==> config.mk <==
export PLATFORM = sky130hd
export DESIGN_NAME = response_uart_tx
export DESIGN_NICKNAME = d
export VERILOG_FILES = /design/src/rtl/response_uart_tx_pkg.sv /design/src/rtl/response_uart_tx_byte.sv /design/src/rtl/response_uart_tx.sv
export SDC_FILE = /design/constraint.sdc
export NUM_CORES = 1
export LEC_CHECK = 0
export ABC_AREA = 1
export CAP_MARGIN = 25
export CORE_ASPECT_RATIO = 0.75
export CORE_UTILIZATION = 44
export DETAILED_ROUTE_END_ITERATION = 12
export HOLD_SLACK_MARGIN = 0.03
export PLACE_DENSITY_LB_ADDON = 0.15
export SYNTH_ARGS = -nofsm -noshare
export SYNTH_HDL_FRONTEND = slang
export SYNTH_SLANG_ARGS = --single-unit
==> constraint.sdc <==
create_clock -name clk -period 2.3 [get_ports clk]
set_clock_uncertainty 0.15 [all_clocks]
set_input_delay 0.69 -clock clk [delete_from_list [all_inputs] [get_ports clk]]
set_output_delay 0.69 -clock clk [all_outputs]
set_load 0.02 [all_outputs]
==> src/rtl/response_uart_tx_pkg.sv <==
// Shared constants and FSM state type for the response-word UART transmitter.
package response_uart_tx_pkg;

  typedef enum logic [1:0] {StIdle, StStart, StData, StStop} tx_state_e;

  function automatic int unsigned clks_per_bit(input int unsigned clk_freq,
                                               input int unsigned baud_rate);
    return clk_freq / baud_rate;
  endfunction

  function automatic int unsigned bytes_per_word(input int unsigned word_size,
                                                 input int unsigned data_width);
    return word_size / data_width;
  endfunction

endpackage

==> src/rtl/response_uart_tx_byte.sv <==
// 8N1 bit serialiser: one start bit, DATA_WIDTH data bits LSB first, one stop bit.
// A start on the final stop-bit cycle (done) chains the next byte with no idle gap.
module response_uart_tx_byte
  import response_uart_tx_pkg::*;
#(
  parameter int unsigned DATA_WIDTH   = 8,
  parameter int unsigned CLKS_PER_BIT = 868
) (
  input  logic                  clk,
  input  logic                  rst,
  input  logic                  start,
  input  logic [DATA_WIDTH-1:0] data,
  output logic                  tx,
  output logic                  busy,
  output logic                  done
);

  localparam int unsigned BaudW = $clog2(CLKS_PER_BIT);
  localparam int unsigned BitW  = (DATA_WIDTH > 1) ? $clog2(DATA_WIDTH) : 1;

  tx_state_e             state_q;
  logic [BaudW-1:0]      baud_q;
  logic [BitW-1:0]       bit_idx_q;
  logic [DATA_WIDTH-1:0] shift_q;
  logic                  tx_q;
  logic                  baud_last;

  assign baud_last = (baud_q == BaudW'(CLKS_PER_BIT - 1));
  assign done      = (state_q == StStop) && baud_last;
  assign busy      = (state_q != StIdle);
  assign tx        = tx_q;

  always_ff @(posedge clk or negedge rst) begin
    if (!rst) begin
      state_q   <= StIdle;
      baud_q    <= '0;
      bit_idx_q <= '0;
      shift_q   <= '0;
      tx_q      <= 1'b1;
    end else if (start && ((state_q == StIdle) || done)) begin
      state_q   <= StStart;
      baud_q    <= '0;
      bit_idx_q <= '0;
      shift_q   <= data;
      tx_q      <= 1'b0;
    end else begin
      unique case (state_q)
        StIdle: begin
          baud_q <= '0;
          tx_q   <= 1'b1;
        end
        StStart: begin
          if (baud_last) begin
            baud_q  <= '0;
            state_q <= StData;
            tx_q    <= shift_q[0];
            shift_q <= shift_q >> 1;
          end else begin
            baud_q <= baud_q + BaudW'(1);
          end
        end
        StData: begin
          if (baud_last) begin
            baud_q <= '0;
            if (bit_idx_q == BitW'(DATA_WIDTH - 1)) begin
              bit_idx_q <= '0;
              state_q   <= StStop;
              tx_q      <= 1'b1;
            end else begin
              bit_idx_q <= bit_idx_q + BitW'(1);
              tx_q      <= shift_q[0];
              shift_q   <= shift_q >> 1;
            end
          end else begin
            baud_q <= baud_q + BaudW'(1);
          end
        end
        StStop: begin
          if (baud_last) begin
            baud_q  <= '0;
            state_q <= StIdle;
            tx_q    <= 1'b1;
          end else begin
            baud_q <= baud_q + BaudW'(1);
          end
        end
      endcase
    end
  end

endmodule

==> src/rtl/response_uart_tx.sv <==
// Response-word UART transmitter: latches a word plus byte count and sends the bytes
// LSB-byte first through the 8N1 serialiser, reporting busy and an end-of-frame pulse.
module response_uart_tx
  import response_uart_tx_pkg::*;
#(
  parameter int unsigned WORD_SIZE  = 32,
  parameter int unsigned SIZE_WORD  = 3,
  parameter int unsigned DATA_WIDTH = 8,
  parameter int unsigned CLK_FREQ   = 100000000,
  parameter int unsigned BAUD_RATE  = 115200
) (
  input  logic                 clk,
  input  logic                 rst,
  input  logic [WORD_SIZE-1:0] send_data_register,
  input  logic [SIZE_WORD-1:0] size_line,
  input  logic                 valid_data,
  output logic                 busy_sender_data,
  output logic                 tx,
  output logic                 frame_done
);

  localparam int unsigned ClksPerBit = clks_per_bit(CLK_FREQ, BAUD_RATE);
  localparam int unsigned Bpw        = bytes_per_word(WORD_SIZE, DATA_WIDTH);
  localparam int unsigned IdxW       = (Bpw > 1) ? $clog2(Bpw) : 1;

  logic                  busy_q;
  logic                  frame_done_q;
  logic                  armed_q;
  logic [WORD_SIZE-1:0]  word_q;
  logic [IdxW-1:0]       byte_idx_q;
  logic [IdxW-1:0]       last_idx_q;
  logic [IdxW-1:0]       clamped_last;
  logic                  idle;
  logic                  accept;
  logic                  next_byte;
  logic                  byte_start;
  logic [DATA_WIDTH-1:0] byte_data;
  logic                  byte_busy;
  logic                  byte_done;

  assign idle       = !busy_q && !byte_busy;
  assign accept     = idle && armed_q && valid_data && (size_line != '0);
  assign next_byte  = busy_q && byte_done && (byte_idx_q != last_idx_q);
  assign byte_start = accept || next_byte;
  // word_q holds only the bytes not yet handed to the serialiser, low byte next.
  assign byte_data  = accept ? send_data_register[DATA_WIDTH-1:0] : word_q[DATA_WIDTH-1:0];

  always_comb begin
    if (32'(size_line) > Bpw) clamped_last = IdxW'(Bpw - 1);
    else                      clamped_last = IdxW'(32'(size_line) - 1);
  end

  always_ff @(posedge clk or negedge rst) begin
    if (!rst) begin
      busy_q       <= 1'b0;
      frame_done_q <= 1'b0;
      armed_q      <= 1'b1;
      word_q       <= '0;
      byte_idx_q   <= '0;
      last_idx_q   <= '0;
    end else begin
      frame_done_q <= 1'b0;
      // A held request is consumed once; it must drop before another frame starts.
      if (!valid_data)                   armed_q <= 1'b1;
      else if (idle && armed_q)          armed_q <= 1'b0;
      if (accept) begin
        busy_q     <= 1'b1;
        word_q     <= send_data_register >> DATA_WIDTH;
        byte_idx_q <= '0;
        last_idx_q <= clamped_last;
      end else if (busy_q && byte_done) begin
        if (byte_idx_q == last_idx_q) begin
          busy_q       <= 1'b0;
          frame_done_q <= 1'b1;
        end else begin
          byte_idx_q <= byte_idx_q + IdxW'(1);
          word_q     <= word_q >> DATA_WIDTH;
        end
      end
    end
  end

  response_uart_tx_byte #(
    .DATA_WIDTH  (DATA_WIDTH),
    .CLKS_PER_BIT(ClksPerBit)
  ) u_byte (
    .clk  (clk),
    .rst  (rst),
    .start(byte_start),
    .data (byte_data),
    .tx   (tx),
    .busy (byte_busy),
    .done (byte_done)
  );

  assign busy_sender_data = busy_q;
  assign frame_done       = frame_done_q;

endmodule

---- Word-level counts from Yosys, hierarchy flattened ----
Cells that the tools add are included.
storage, ports and cells
  logic and storage cells ................. 98
  latch bits .............................. 0
  flip-flop bits (word level) ............. 63
  bits in writable memories ............... 0
  memories kept ........................... 0
  input bits .............................. 38
  ROM bits ................................ 0
  output and inout bits ................... 3
cells by class
  divide/modulo/power cells ............... 0
  bitwise operators ....................... 0
  equal/unequal tests ..................... 14
  multipliers ............................. 0
  reduce and logical (&&, ||, !) cells .... 28
  shift-type cells ........................ 0
  $lt $le $gt $ge ......................... 1
  add/subtract/negate cells ............... 4
  mux-type cells .......................... 40
operator list
  cell                     count
  $mux W32                 3
  $mux W8                  5
  $mux W10                 2
  $pmux W10 S2             1
  $mux W2                  9
  $pmux W8 S2              1
  $mux W1                  13
  $mux W3                  4
  $add A10 B1 Y10 const B  1
  $eq A10 B10 Y1 const B   1
  $reduce_bool A2 Y1       5
  $ne A3 B1 Y1 const B     3
  $logic_and A1 B1 Y1      8
  $ne A3 B2 Y1 const B     2
  $pmux W2 S3              1
  $reduce_and A2 Y1        3
  $reduce_bool A3 Y1       2
  $reduce_and A5 Y1        1
  $eq A2 B2 Y1 const B     2
  $pmux W1 S4              1
  $reduce_and A4 Y1        1
  $reduce_bool A4 Y1       1
  $add A3 B1 Y3 const B    1
  $eq A3 B3 Y1 const B     1
  13 further kinds         15

---- Logic depth before layout (Yosys ltp) ----
Gate-level depths: netlist (run 1).
  depth in word-level cells ............... 10
  depth in mapped cells ................... 13

---- By module ----
From an unflattened synthesis (run 1), not the netlist that was laid out.
unflattened totals
  cell total of the unflattened synthesis .. 397
  area total of the unflattened synthesis .. 3124.2 um2
modules (own cells, without submodules)
  module                 instances  sequential area each (um2)  cells each  area an instance (um2)
  response_uart_tx       1          777.0                       226         1677.9
  response_uart_tx_byte  1          601.8                       171         1446.4

---- Worst setup path after synthesis (run 1) ----
OpenSTA, ideal clock, no wires.
  path type ............................... input -> register
  from .................................... in size_line[0]
  to ...................................... reg word_q[13]
  data arrival time ....................... 1.778 ns
  stages .................................. 9
  data required time ...................... 2.026 ns
  path slack .............................. 0.248 ns
  cells stage by stage .................... inv_1 -> ha_1 -> nand2_1 -> nand4_4 -> clkinv_1 -> buf_2 -> buf_4 -> a21oi_1 -> a21oi_1
between the ends
  longest elaborated chain between the ends .. 4
  elaborated cells between the ends (all ways) .. 6
  classes of those cells .................. eq/ne (1); mux (1); reduce/logical (4)
RTL lines
  what                                                          line                    source
  start, declared                                               response_uart_tx.sv:15  input logic [SIZE_WORD-1:0] size_line,
  $reduce_bool A3 Y1 (*)                                        response_uart_tx.sv:42  assign accept = idle && armed_q && valid_data && (size_line != '0);
  $logic_and A1 B1 Y1 (*)                                       response_uart_tx.sv:42
  $ne A2 B2 Y1 (no line) or $reduce_bool A2 Y1 (tied branches)  -
  $reduce_and A2 Y1 (no line)                                   -
  end signal, assigned                                          response_uart_tx.sv:68  word_q <= send_data_register >> DATA_WIDTH;
  end signal, assigned                                          response_uart_tx.sv:77  word_q <= word_q >> DATA_WIDTH;
  end, declared                                                 response_uart_tx.sv:29  logic [WORD_SIZE-1:0] word_q;
Every way passes the cells marked *; elsewhere a longest branch is shown, timed or not.
A chain may end at the register's enable or synchronous reset.

---- Worst setup path in the final report (run 1) ----
  from .................................... in size_line[0]
  to ...................................... reg u_byte.baud_q[6]
between the ends
  longest elaborated chain between the ends .. 5
RTL lines
  what                  line                         source
  $reduce_bool A3 Y1    response_uart_tx.sv:42
  $logic_and A1 B1 Y1   response_uart_tx.sv:42
  $logic_or A1 B1 Y1    response_uart_tx.sv:44       assign byte_start = accept || next_byte;
  $logic_and A1 B1 Y1   response_uart_tx_byte.sv:40  end else if (start && ((state_q == StIdle) || done)) begin
  $mux W10              response_uart_tx_byte.sv:40
  end signal, assigned  response_uart_tx_byte.sv:59  baud_q <= baud_q + BaudW'(1);
  end signal, assigned  response_uart_tx_byte.sv:75  baud_q <= baud_q + BaudW'(1);
  end signal, assigned  response_uart_tx_byte.sv:84  baud_q <= baud_q + BaudW'(1);
  end, declared         response_uart_tx_byte.sv:22  logic [BaudW-1:0] baud_q;
Every way passes these cells.

==> flow_summary.yaml, run 1 <==
routing:
  ant_nets: 0
  drc: 0
  drt-pass1-iter-count: 4
  vias: 2320
  routedWlPerCell_um: 12.6
  via_per_inst: 4.82
  routed_wl_um: 6050
  initialDrtViolationCount: 124
yosys:
  syn_inst: 341
  ys_ff_latch: 55
  synth_compound_area_share_pct: 9.81
  synth_xor_area_share_pct: 1.22
  yosysWarnings: 0
  ys_seq_area_share_pct: 48.1
  avgSynthCellArea_um2: 8.41
  synth_nets: 390
  synth_top_family_by_area: "simple AND/OR/NAND/NOR gates"
  synth_cell_types: 34
  synth_mux_area_share_pct: 0
  synthAdderAreaFrac_pct: 4.80
  synthSimpleGateAreaFrac_pct: 28.6
  netlist_area_um2: 2870
worst_setup_path:
  path_buf_inv: 3
  crit_cells: 10
  crit_top_cell: "nand2_4"
  critPathMaxFanout: 10
  critPathSlowestCell: "clkdlybuf4s50_1"
  arrival_ns: 2.30
  cp.required_ns: 2.37
  critical_path_class: "in2reg"
  ff2ff_path_depth: 10
  crit_chain: "clkdlybuf4s50_1 -> inv_1 -> ha_1 -> nand2_2 -> nand4_4 -> nand2_4 -> buf_4 -> nor2_4 -> nand2_4 -> nor3_1"
  cp-start-kind: "input pin"
  cp_top_family: "simple AND/OR/NAND/NOR gates"
  crit_path_end_kind: "register"
  cpPeakStageDelay_ns: 0.42
floorplan:
  core_um2: 6290
  die-area_um2: 6850
  dieHeight_um: 71.9
  row_count: 25
  ios: 41
  start_util_pct: 45.6
  die_w_um: 95.2
grt:
  antenna_found_initial: 0
  grt_pass1_vias: 2178
  grt_max_degree: 56
  grt_remaining_overflow: 0
  gr-usage-all-layers_pct: 18.8
  grt_pass1_wl_um: 10100
final_layout:
  fillers: 565
  layout-area-overhead-vs-synth_pct: 26.1
  diodes: 0
  nets: 448
  layout-drive-gt1-share_pct: 13.3
  fin_util_pct: 57.6
clocking:
  clock-sinks: 55
  cts_buffers: 5
  clk_latency_ns: 0.30
  cts_hold_buf: 0
  tritoncts: "done"
  cts.clk_slew.worst_paths_ns: 0.10
  htree_levels: 2
  clockBufferDepth: 2
  cts_root_buffer: "clkbuf_8"
timing:
  worstMarginPinSlew_ns: 0.302
  setup_viol: 0
  finalHoldViolations: 0
  min_period_over_period_pct: 96.9
  relSlewSlack_pct: 79.9
  slew_violations: 0
  fmax_ghz: 0.449
  period_minus_slack_ns: 2.23
  fin_ws_ns: 0.0713
  setup_tns_ns: 0
min_path:
  min_path_type: "in2async"
job:
  cap_violations: 0
pwr:
  power_density_nw_per_um2: 989
  p_leak_nw: 1.75
  peakVddDrop_mv: 0.389
placed_design:
  gp_congestion: 0.773
  dp_slack_ns: -0.288
  portBuffers: 40
  dp.final_hpwl_um: 4220
outcome:
  status: "finished clean"
final timing paths:
kind | start | slack [ns] | end
min in group clk | u_byte.shift_q[4] | 0.34 | u_byte.shift_q[4]
min | rst | 0.21 | u_byte.bit_idx_q[2]
max reg2reg | u_byte.baud_q[0] | 0.21 | word_q[13]
min reg2reg | u_byte.shift_q[4] | 0.34 | u_byte.shift_q[4]
max in group asynchronous | rst | 1.50 | armed_q
max | size_line[0] | 0.07 | u_byte.baud_q[6]
state kept, by name, summed over array words and instances, names as in the netlist, 2 cells and up:
| register | count |
|---|---|
| byte_idx_q | 2 |
| u_byte.baud_q | 10 |
| last_idx_q | 2 |
| word_q | 24 |
| u_byte.shift_q | 8 |
| u_byte.state_q | 2 |
| u_byte.bit_idx_q | 3 |
cell families after synthesis:
group / after synthesis
adders and majority gates: 11
AOI/OAI and AO/OA: 46
buffers and inverters: 42
DFF: 55
xor gates and xnor gates: 4
and+or+nand+nor: 183
cell type report:
| class | instances | area [µm²] | area share [%] |
|---|---|---|---|
| Clock inverter | 2 | 12.5 | 0.346 |
| Clock buffer | 6 | 72.6 | 2.01 |
| Timing Repair Buffer | 62 | 629 | 17.4 |
| Multi-Input combinational cell | 244 | 1300 | 35.9 |
| Sequential cell | 55 | 1380 | 38.1 |
| Inverter | 31 | 126 | 3.49 |
| Tap cell | 81 | 101 | 2.80 |
cell usage after synthesis:
library cell / number / area share, %
a21oi_1: 8 / 1.4
a22o_1: 8 / 2.4
buf_12: 1 / 0.70
buf_2: 4 / 0.70
buf_4: 2 / 0.52
buf_6: 2 / 0.78
buf_8: 1 / 0.52
clkbuf_1: 1 / 0.13
clkinv_1: 1 / 0.13
dfrtp_1: 53 / 46
dfstp_2: 2 / 1.8
ha_1: 11 / 4.8
inv_1: 27 / 3.5
inv_2: 2 / 0.26
inv_4: 1 / 0.22
nand2_1: 113 / 15
nand2_2: 2 / 0.44
nand2_4: 1 / 0.39
nand3_1: 29 / 5.1
nand3_2: 1 / 0.35
nand4_1: 4 / 0.87
nand4_4: 2 / 1.5
nor2_1: 20 / 2.6
nor2_4: 3 / 1.2
nor3_1: 7 / 1.2
o211ai_1: 4 / 1.0
o21a_1: 1 / 0.26
o21ai_0: 19 / 3.3
o21ai_1: 3 / 0.52
o21ai_2: 2 / 0.61
o22ai_1: 1 / 0.22
or2_2: 1 / 0.22
xnor2_1: 1 / 0.31
xor2_1: 3 / 0.92
cells in the final DEF (no fill, tap or decap), types with 2 or more instances in the layout:
cell type / synthesis / layout
a21oi_1: 8 / 8
a22o_1: 8 / 8
buf_12: 1 / 2
buf_4: 2 / 17
clkbuf_16: 0 / 2
clkbuf_8: 0 / 5
clkdlybuf4s50_1: 0 / 37
dfrtp_1: 53 / 53
dfstp_2: 2 / 2
dlymetal6s2s_1: 0 / 2
ha_1: 11 / 11
inv_1: 27 / 27
inv_2: 2 / 2
nand2_1: 113 / 112
nand2_2: 2 / 2
nand2_4: 1 / 2
nand3_1: 29 / 29
nand4_1: 4 / 4
nand4_4: 2 / 2
nor2_1: 20 / 20
nor2_4: 3 / 3
nor3_1: 7 / 7
o211ai_1: 4 / 4
o21ai_0: 19 / 16
o21ai_1: 3 / 2
o21ai_2: 2 / 6
xor2_1: 3 / 3
through the flow:
stage	cells	total power, W	hold WS (ns)	cell area (µm²)
CTS	475	0.00354	0.226	3500
floorplan	341	0.00256	0.244	2870
global placement	467	0.00298	0.304	3410
detailed placement	467	0.00300	0.316	3410
finish	481	0.00358	0.209	3620
global route	481	0.00390	0.221	3620
timing repair:
item	in CTS	in global routing
setup endpoints to repair	0	24
setup buffers	0	4
gates resized for setup	0	16
report_power, final:
group / internal (W) / total (W) / switching [W]
clock: 0.000214 / 0.000527 / 0.000313
combinational: 0.000636 / 0.00145 / 0.000815
sequential: 0.00136 / 0.00160 / 0.000239
per-layer routing:
layer | share of wire (%) | GRT usage [%]
met1 | 52 | 28.5
met2 | 43 | 27.9
met3 | 4.2 | 4.09
met4 | 0.69 | 3.54
met5 | 0 | 0
Note: power is estimated with default switching activity, not from simulation.
==> inputs of run 2 (changes only) <==
CORE_UTILIZATION = 30   (was 44)
==> flow_summary.yaml, run 2 (same netlist as run 1, synthesis figures left out) <==
outcome:
  status: "finished clean"
clocking:
  clk_latency_ns: 0.29
  clockBufferDepth: 2
  cts.clk_slew.worst_paths_ns: 0.07
  htree_levels: 2
  clock-sinks: 55
  cts_root_buffer: "clkbuf_16"
  cts_hold_buf: 0
  cts_buffers: 5
  tritoncts: "done"
worst_setup_path:
  critPathMaxFanout: 6
  cp_top_family: "buffers and inverters"
  reg2reg_from: "u_byte.baud_q[0]"
  crit_path_end_kind: "primary output"
  ff2ff_setup_slack_ns: 0.22
  crit_chain: "clkdlybuf4s50_1"
  timing.rr.end: "word_q[13]"
  cp.required_ns: 1.46
  cp-start-kind: "register"
  arrival_ns: 1.40
  path_buf_inv: 1
  crit_cells: 1
  critPathSlowestCell: "clkdlybuf4s50_1"
  worstSetupEndpoint: "busy_sender_data"
  ff2ff_path_depth: 10
  cpPeakStageDelay_ns: 0.64
  critical_path_class: "reg2out"
  critPathLaunch: "busy_sender_data"
grt:
  grt_pass1_wl_um: 11000
  grt_max_degree: 56
  met1_usage_pct: 20.7
  grt-busiest-layer: "met2"
  antenna_found_initial: 0
  grt_remaining_overflow: 0
  use_met2_pct: 21.5
  grt_pass1_vias: 2275
  grtUsageMet3_pct: 3.15
  gr-usage-all-layers_pct: 14.3
final_layout:
  layout_commonest_cell: "nand2_1"
  layout-drive-gt1-share_pct: 13.4
  top_register: "word_q"
  final_cell_mix: "nand2_1, dfrtp_1, clkdlybuf4s50_1"
  nets: 450
  fin_util_pct: 41.3
  layout-area-overhead-vs-synth_pct: 31.7
  diodes: 0
  reg_top3: "word_q: 24 flops, u_byte.baud_q: 10 flops, u_byte.shift_q: 8 flops"
  largest_reg_flops: 24
floorplan:
  ios: 41
  start_util_pct: 31.3
  core_um2: 9160
  dieHeight_um: 86.7
  die_w_um: 115
  row_count: 30
  die-area_um2: 9960
placed_design:
  portBuffers: 40
  gp_congestion: 0.770
  dp.final_hpwl_um: 4710
routing:
  drc: 0
  routedWlPerCell_um: 12.2
  vias: 2338
  drt-pass1-iter-count: 4
  via_per_inst: 4.41
  routed_wl_um: 6460
  ant_nets: 0
  initialDrtViolationCount: 99
min_path:
  min_path_type: "in2async"
timing:
  min_period_over_period_pct: 97.4
  relSlewSlack_pct: 79.4
  period_minus_slack_ns: 2.24
  setup_tns_ns: 0
  worstMarginPinSlew_ns: 0.309
  fmax_ghz: 0.446
  slew_violations: 0
  finalHoldViolations: 0
  setup_viol: 0
  rsz0062_at_grt: "false"
pwr:
  power_density_nw_per_um2: 1040
  power_w: 0.00393
  peakVddDrop_mv: 0.357
  p_leak_nw: 1.80
job:
  cap_violations: 0
run 2: cell count changes in the layout (fill, tap and decap cells not counted), moves of 3 or more:
cell | previous run | this run
clkbuf_16 | 2 | 7
clkbuf_8 | 5 | 0
o21ai_2 | 6 | 3
o21ai_1 | 2 | 5
run 2: repair_timing:
| action | CTS | global route |
|---|---|---|
| setup buffers | 0 | 4 |
| gates resized for setup | 0 | 14 |
| endpoints found under the setup margin | 0 | 38 |
run 2: where the power goes:
part	switching, W	internal [W]	leakage (nW)	total, W
Sequential	0.000240	0.00136	0.698	0.00160
Clock	0.000356	0.000518	0.0804	0.000874
Combinational	0.000811	0.000642	1.02	0.00145
run 2: how the worst min path moves through the flow:
| stage | start | end | cells past startpoint |
|---|---|---|---|
| 6_report | rst | u_byte.baud_q[4] | 2 |
| 5_1_grt | rst | u_byte.baud_q[4] | 2 |
| 4_1_cts | rst | u_byte.baud_q[5] | 2 |
| 3_5_place_dp | u_byte.shift_q[1] | u_byte.shift_q[1] | 2 |
| 3_3_place_gp | u_byte.shift_q[7] | u_byte.shift_q[7] | 2 |
| 2_1_floorplan | rst | busy_sender_data | 0 |
run 2: per-layer routing:
layer,vias up,routed length [µm]
met1,1069,3480
met5,-,0
met2,33,2710
met3,7,211
li1,1229,-
met4,0,64
run 2: area by class of cell:
| cell class | instances | area, µm² |
|---|---|---|
| clock buffers | 5 | 125 |
| clock inverters | 3 | 46.3 |
| fillers | 941 | 5380 |
| inverters | 31 | 124 |
| multi-input cells | 244 | 1290 |
| flip-flops and latches | 55 | 1380 |
| well taps | 128 | 160 |
| repair buffers | 64 | 657 |
run 2: metrics by stage:
step           cells  cell area [µm²]  hold WS, ns  worst slack, ns
5_1_grt          530             3780        0.251           0.0127
6_report         530             3780        0.228           0.0587
4_1_cts          524             3670        0.244           0.0129
3_3_place_gp     516             3500        0.303           -0.250
3_5_place_dp     516             3500        0.317           -0.264
2_1_floorplan    341             2870        0.244            0.248
